### src/rtl/saida_bcd.sv
// Display stage: captures the write-back value on `out`, converts it to BCD with a
// serial double-dabble engine and drives four active-low 7-segment displays.
// Optional signed display is enabled by defining SAIDA_NEGATIVE_SIGN_EN.
module saida_bcd #(
    parameter int CONV_BITS = 14
) (
    input  logic        clock,
    input  logic        reset,
    input  logic        out,
    input  logic [31:0] valorsaida,
    output logic [3:0]  milhares,
    output logic [3:0]  centenas,
    output logic [3:0]  dezenas,
    output logic [3:0]  unidades,
    output logic [6:0]  d1,
    output logic [6:0]  d2,
    output logic [6:0]  d3,
    output logic [6:0]  d4,
    output logic        busy,
    output logic        done
);

    localparam int                CNT_W     = $clog2(CONV_BITS + 1);
    localparam logic [CNT_W-1:0]  LAST_STEP = CNT_W'(CONV_BITS - 1);
    localparam logic [6:0]        SEG_DASH  = 7'b0111111;
    localparam logic [6:0]        SEG_ZERO  = 7'b1000000;

    typedef enum logic [1:0] {IDLE, CONV, DONE} state_t;

    state_t                 state_q, state_d;
    logic                   pend_q, pend_d;
    logic [31:0]            pend_val_q, pend_val_d;
    logic [CNT_W-1:0]       step_q, step_d;
    logic [15:0]            bcd_q, bcd_d;
    logic [CONV_BITS-1:0]   bin_q, bin_d;
    logic                   ovf_q, ovf_d;
    logic                   neg_q, neg_d;
    logic [15:0]            dig_q, dig_d;
    logic [27:0]            seg_q, seg_d;
    logic                   done_q, done_d;
    logic                   start;
    logic [31:0]            start_val;
    logic [CONV_BITS+1:0]   start_cls;

    function automatic logic [6:0] seg7(input logic [3:0] digit);
        case (digit)
            4'd0:    return 7'b1000000;
            4'd1:    return 7'b1111001;
            4'd2:    return 7'b0100100;
            4'd3:    return 7'b0110000;
            4'd4:    return 7'b0011001;
            4'd5:    return 7'b0010010;
            4'd6:    return 7'b0000010;
            4'd7:    return 7'b1111000;
            4'd8:    return 7'b0000000;
            4'd9:    return 7'b0010000;
            default: return SEG_DASH;
        endcase
    endfunction

    function automatic logic [15:0] add3(input logic [15:0] bcd);
        logic [15:0] r;
        r = bcd;
        for (int i = 0; i < 4; i++) begin
            if (r[4*i +: 4] >= 4'd5) r[4*i +: 4] = r[4*i +: 4] + 4'd3;
        end
        return r;
    endfunction

    // Returns {overflow, negative, low CONV_BITS of magnitude}.
    function automatic logic [CONV_BITS+1:0] classify(input logic [31:0] v);
        logic        neg;
        logic        ovf;
        logic [31:0] mag;
`ifdef SAIDA_NEGATIVE_SIGN_EN
        neg = v[31];
        mag = neg ? (32'd0 - v) : v;
        ovf = neg ? (mag > 32'd999) : (mag > 32'd9999);
`else
        neg = 1'b0;
        mag = v;
        ovf = (mag > 32'd9999);
`endif
        return {ovf, neg, mag[CONV_BITS-1:0]};
    endfunction

    // A strobe in DONE is newer than anything pending, so it wins.
    always_comb begin
        start     = 1'b0;
        start_val = valorsaida;
        case (state_q)
            IDLE: start = out;
            DONE: begin
                start     = out | pend_q;
                start_val = out ? valorsaida : pend_val_q;
            end
            default: ;
        endcase
        start_cls = classify(start_val);
    end

    always_ff @(posedge clock or posedge reset) begin
        if (reset) begin
            state_q <= IDLE;
            pend_q  <= 1'b0;
            done_q  <= 1'b0;
            dig_q   <= 16'h0000;
            seg_q   <= {4{SEG_ZERO}};
        end else begin
            state_q <= state_d;
            pend_q  <= pend_d;
            done_q  <= done_d;
            dig_q   <= dig_d;
            seg_q   <= seg_d;
        end
    end

    always_ff @(posedge clock) begin
        pend_val_q <= pend_val_d;
        step_q     <= step_d;
        bcd_q      <= bcd_d;
        bin_q      <= bin_d;
        ovf_q      <= ovf_d;
        neg_q      <= neg_d;
    end

    always_comb begin
        state_d = state_q;
        case (state_q)
            IDLE:    if (start) state_d = CONV;
            CONV:    if (step_q == LAST_STEP) state_d = DONE;
            DONE:    state_d = start ? CONV : IDLE;
            default: state_d = IDLE;
        endcase
    end

    always_comb begin
        busy     = (state_q != IDLE);
        done     = done_q;
        milhares = dig_q[15:12];
        centenas = dig_q[11:8];
        dezenas  = dig_q[7:4];
        unidades = dig_q[3:0];
        d1       = seg_q[27:21];
        d2       = seg_q[20:14];
        d3       = seg_q[13:7];
        d4       = seg_q[6:0];
    end

    always_comb begin
        pend_d     = pend_q;
        pend_val_d = pend_val_q;
        step_d     = step_q;
        bcd_d      = bcd_q;
        bin_d      = bin_q;
        ovf_d      = ovf_q;
        neg_d      = neg_q;
        dig_d      = dig_q;
        seg_d      = seg_q;
        done_d     = 1'b0;

        if (start) begin
            ovf_d  = start_cls[CONV_BITS+1];
            neg_d  = start_cls[CONV_BITS];
            bin_d  = start_cls[CONV_BITS-1:0];
            bcd_d  = 16'h0000;
            step_d = '0;
        end else if (state_q == CONV) begin
            {bcd_d, bin_d} = {add3(bcd_q), bin_q} << 1;
            step_d         = step_q + 1'b1;
        end

        if (state_q == CONV && out) begin
            pend_d     = 1'b1;
            pend_val_d = valorsaida;
        end else if (state_q == DONE) begin
            pend_d = 1'b0;
        end

        if (state_q == DONE) begin
            done_d = 1'b1;
            if (ovf_q) begin
                dig_d = 16'hFFFF;
                seg_d = {4{SEG_DASH}};
            end else if (neg_q) begin
                dig_d = {4'hA, bcd_q[11:0]};
                seg_d = {SEG_DASH, seg7(bcd_q[11:8]), seg7(bcd_q[7:4]), seg7(bcd_q[3:0])};
            end else begin
                dig_d = bcd_q;
                seg_d = {seg7(bcd_q[15:12]), seg7(bcd_q[11:8]), seg7(bcd_q[7:4]), seg7(bcd_q[3:0])};
            end
        end
    end

endmodule

### config.mk
export PLATFORM = sky130hd
export DESIGN_NAME = saida_bcd
export DESIGN_NICKNAME = d
export VERILOG_FILES = /design/src/rtl/saida_bcd.sv
export SDC_FILE = /design/constraint.sdc
export NUM_CORES = 1
export LEC_CHECK = 0
export CAP_MARGIN = 0
export CORE_ASPECT_RATIO = 1.75
export CORE_MARGIN = 5
export CORE_UTILIZATION = 30
export DETAILED_ROUTE_END_ITERATION = 8
export DONT_BUFFER_PORTS = 1
export SLEW_MARGIN = 20
export SYNTH_ARGS = -nofsm -noshare
export SYNTH_HDL_FRONTEND = slang
export SYNTH_SLANG_ARGS = --single-unit
### constraint.sdc
create_clock -name clock -period 5.8 [get_ports clock]
set_clock_uncertainty 0.15 [all_clocks]
set_input_delay 0.87 -clock clock [delete_from_list [all_inputs] [get_ports clock]]
set_output_delay 0.87 -clock clock [all_outputs]
set_load 0.05 [all_outputs]
==> flow_summary.toml <==
[clock_tree]
htreeDepth = 4
insertion_delay_ns = 0.43
ctsResizeCount = 0
cts_sinks = 143
cts_hold_buf = 0
cts_setup_buffers = 0
clk_pin_slew_ns = 0.06
clk_path_buf_depth = 2
cts_root_buf = "clkbuf_16"
cts_made_buffers = 17
cts_tree = "yes"

[power]
power_mw = 5.009
p_per_area_nw_per_um2 = 669.8
p_int_mw = 2.888
comb_power_share_pct = 35.9
sequentialPowerShare_pct = 40.9
p_sw_mw = 2.121
p_clk_share_pct = 23.2
irDropWorstVdd_mv = 0.2428
leakage_nw = 3.061
switching_share_pct = 42.34

[synth]
postSynth.asyncResetShare_pct = 33.57
synth_seq_area_share_pct = 53.90
synth_flop_cell = "dfxtp_1"
synth_compound_area_share_pct = 17.02
synth_top_cell_by_area = "edfxtp_1"
netlist_area_um2 = 6639
synth_xor_area_share_pct = 0.3958
synth_nets = 692
synth-edff-count = 47
yosys.area_share.simple_pct = 14.98
synth.area.mux_share_pct = 2.714
netlist_instances = 627
synth_top_family_by_area = "compound AO/OA/AOI/OAI gates"
synth_warnings = 0
synth_top_area_share_pct = 21.26
synth_area_leaders = "edfxtp_1 21%, dfrtp_1 17%, dfxtp_1 14%"
syn_area_per_cell_um2 = 10.59
synth-seq-cells = 143
ys_types = 64
synthAdderAreaFrac_pct = 5.654

[setup_path]
cp_slowest_cell = "or2_4"
critical_path_peak_fanout = 45
critPathTopFamily = "simple AND/OR/NAND/NOR gates"
crit_chain = "a21oi_4 > or2_4 > inv_6 > nor3_1 > or2_1 > inv_1 > ha_1 > o211ai_1 > o31ai_1 > a22oi_1"
cp-end-kind = "register"
cpPeakStageDelay_ns = 0.56
startpoint_type = "register"
arrival_ns = 2.94
worst-path-buf-inv = 2
critPathRequiredTime_ns = 6.00
critPathKind = "reg -> reg"

[drt]
vias = 4321
first_pass_iters = 4
vias_per_cell = 4.661
drc = 0
avgRoutedWirePerCell_um = 14.91
first_iter_violations = 165
drt.antenna.violating_nets = 0
drt_wl_total_mm = 13.83

[floorplanning]
die-width_um = 122.5
initial_core_util_pct = 30.20
coreArea_um2 = 21980
ioPinCount = 81
die_area_um2 = 25320
die_h_um = 206.8
rows = 72

[finish]
fin_util_pct = 34.02
final_area_um2 = 7478
instances_no_fill = 927
drive_gt1_share_pct = 12.84
area_delta_synth_final_pct = 12.65
n_antenna_cell = 0
nets = 683

[place]
placedCellCount = 895
dp_hpwl_mm = 9.838
portBuffers = 0
dpl-instance-area_um2 = 6844
place_congestion = 0.8317
pre_cts_ws_ns = 2.683

[sta]
holdWs_ns = 0.2600
final-hold-violation-count = 0
report.final.slew_viol_count = 0
fin_crit_ns = 2.739
fmax_ghz = 0.3650
finalSetupViolations = 0
post-route-period-util_pct = 47.23
slew_headroom_pct = 41.27
worst-slew-pin-transition_ns = 0.8810
fin_tns_setup_ns = 0
rsz0062_at_grt = "false"
setup_ws_ns = 3.061

[global_route]
grt_pass1_wl_mm = 22.30
first_global_vias = 4371
grt_max_degree = 94
antenna_found_initial = 0
grtUsageTotal_pct = 11.57
globalRouteOverflowTotal = 0

[job]
max-cap-violations = 0

[outcome]
status = "complete, no violations"

[hold_path]
hold_class = "reg -> reg"
-- layout by cell type, fill, tap and decap left out, types with 8 or more instances in the layout --
cell type	netlist	routed
nand2_1	73	73
dfrtp_1	44	44
nand2b_1	9	8
mux2i_1	18	18
nor2_1	60	60
clkbuf_16	0	19
o21ai_0	63	63
a22oi_1	18	18
dfxtp_1	48	48
nor4_1	9	9
ha_1	30	30
edfxtp_1	47	47
a21oi_1	15	15
inv_1	37	36
o211ai_1	14	14
-- Yosys cell counts (4+ instances only) --
cell type,instances
nand2_1,73
o21ai_0,63
nor2_1,60
dfxtp_1,48
edfxtp_1,47
dfrtp_1,44
inv_1,37
ha_1,30
a22oi_1,18
mux2i_1,18
a21oi_1,15
clkbuf_1,14
o211ai_1,14
nand2b_1,9
nor4_1,9
buf_2,8
buf_6,6
a21o_1,5
a21oi_2,5
a2111o_1,4
a31oi_1,4
and2_1,4
dfstp_2,4
nand3_4,4
nand3b_1,4
nor3_1,4
o21ai_1,4
o21ai_2,4
or2_2,4
-- worst min-delay path, stage by stage, from the launching register on --
cell      delay [ns]
dfxtp_1         0.29
nand2b_1        0.05
o21ai_0         0.06
-- cells by family after synthesis --
| logic type | Yosys count |
|---|---|
| flip-flops | 143 |
| XOR/XNOR | 3 |
| AO/OA/AOI/OAI | 163 |
| buffers and inverters | 72 |
| AND/OR/NAND/NOR | 198 |
| adder cells (fa/ha/maj) | 30 |
| multiplexers | 18 |
-- per-layer routing --
metal | routed length [um] | up-vias | global-route usage, %
li1 | - | 2196 | -
met1 | 5276 | 2015 | 11.93
met2 | 7460 | 91 | 20.62
met3 | 743 | 19 | 3.899
met4 | 346 | 0 | 5.927
met5 | 0 | - | 0
-- power by group through the flow --
stage,clock network [mW],logic [mW],registers [mW]
floorplan,0,1.54,1.99
global placement,0,1.77,2.08
detailed placement,0,1.80,2.08
CTS,1.20,1.81,2.06
global route,1.24,2.04,2.10
finish,1.16,1.80,2.05
-- layout make-up --
type,instances,area [um2]
Inverter,41,158.9
Clock inverter,12,155.1
Clock buffer,20,479.2
Sequential cell,143,3578
Multi-Input combinational cell,412,2714
Fill cell,2269,14500
Timing Repair Buffer,3,22.52
Tap cell,296,370.4
-- final timing paths --
check | slack (ns) | start | to | cells past startpoint
max in group asynchronous | 4.69 | reset | seg_q[23]$_DFFE_PP0N_ | 2
setup / recovery | 3.06 | state_q[1]$_DFFE_PP0P_ | register | 10
setup reg to reg | 3.06 | state_q[1]$_DFFE_PP0P_ | register | 10
hold reg to reg | 0.26 | register | seg_q[6]$_DFFE_PP1N_ | 2
min in group asynchronous | 0.33 | reset | seg_q[10]$_DFFE_PP0N_ | 2
hold / removal | 0.26 | register | seg_q[6]$_DFFE_PP1N_ | 2
Power figures use the tool's default switching activity.
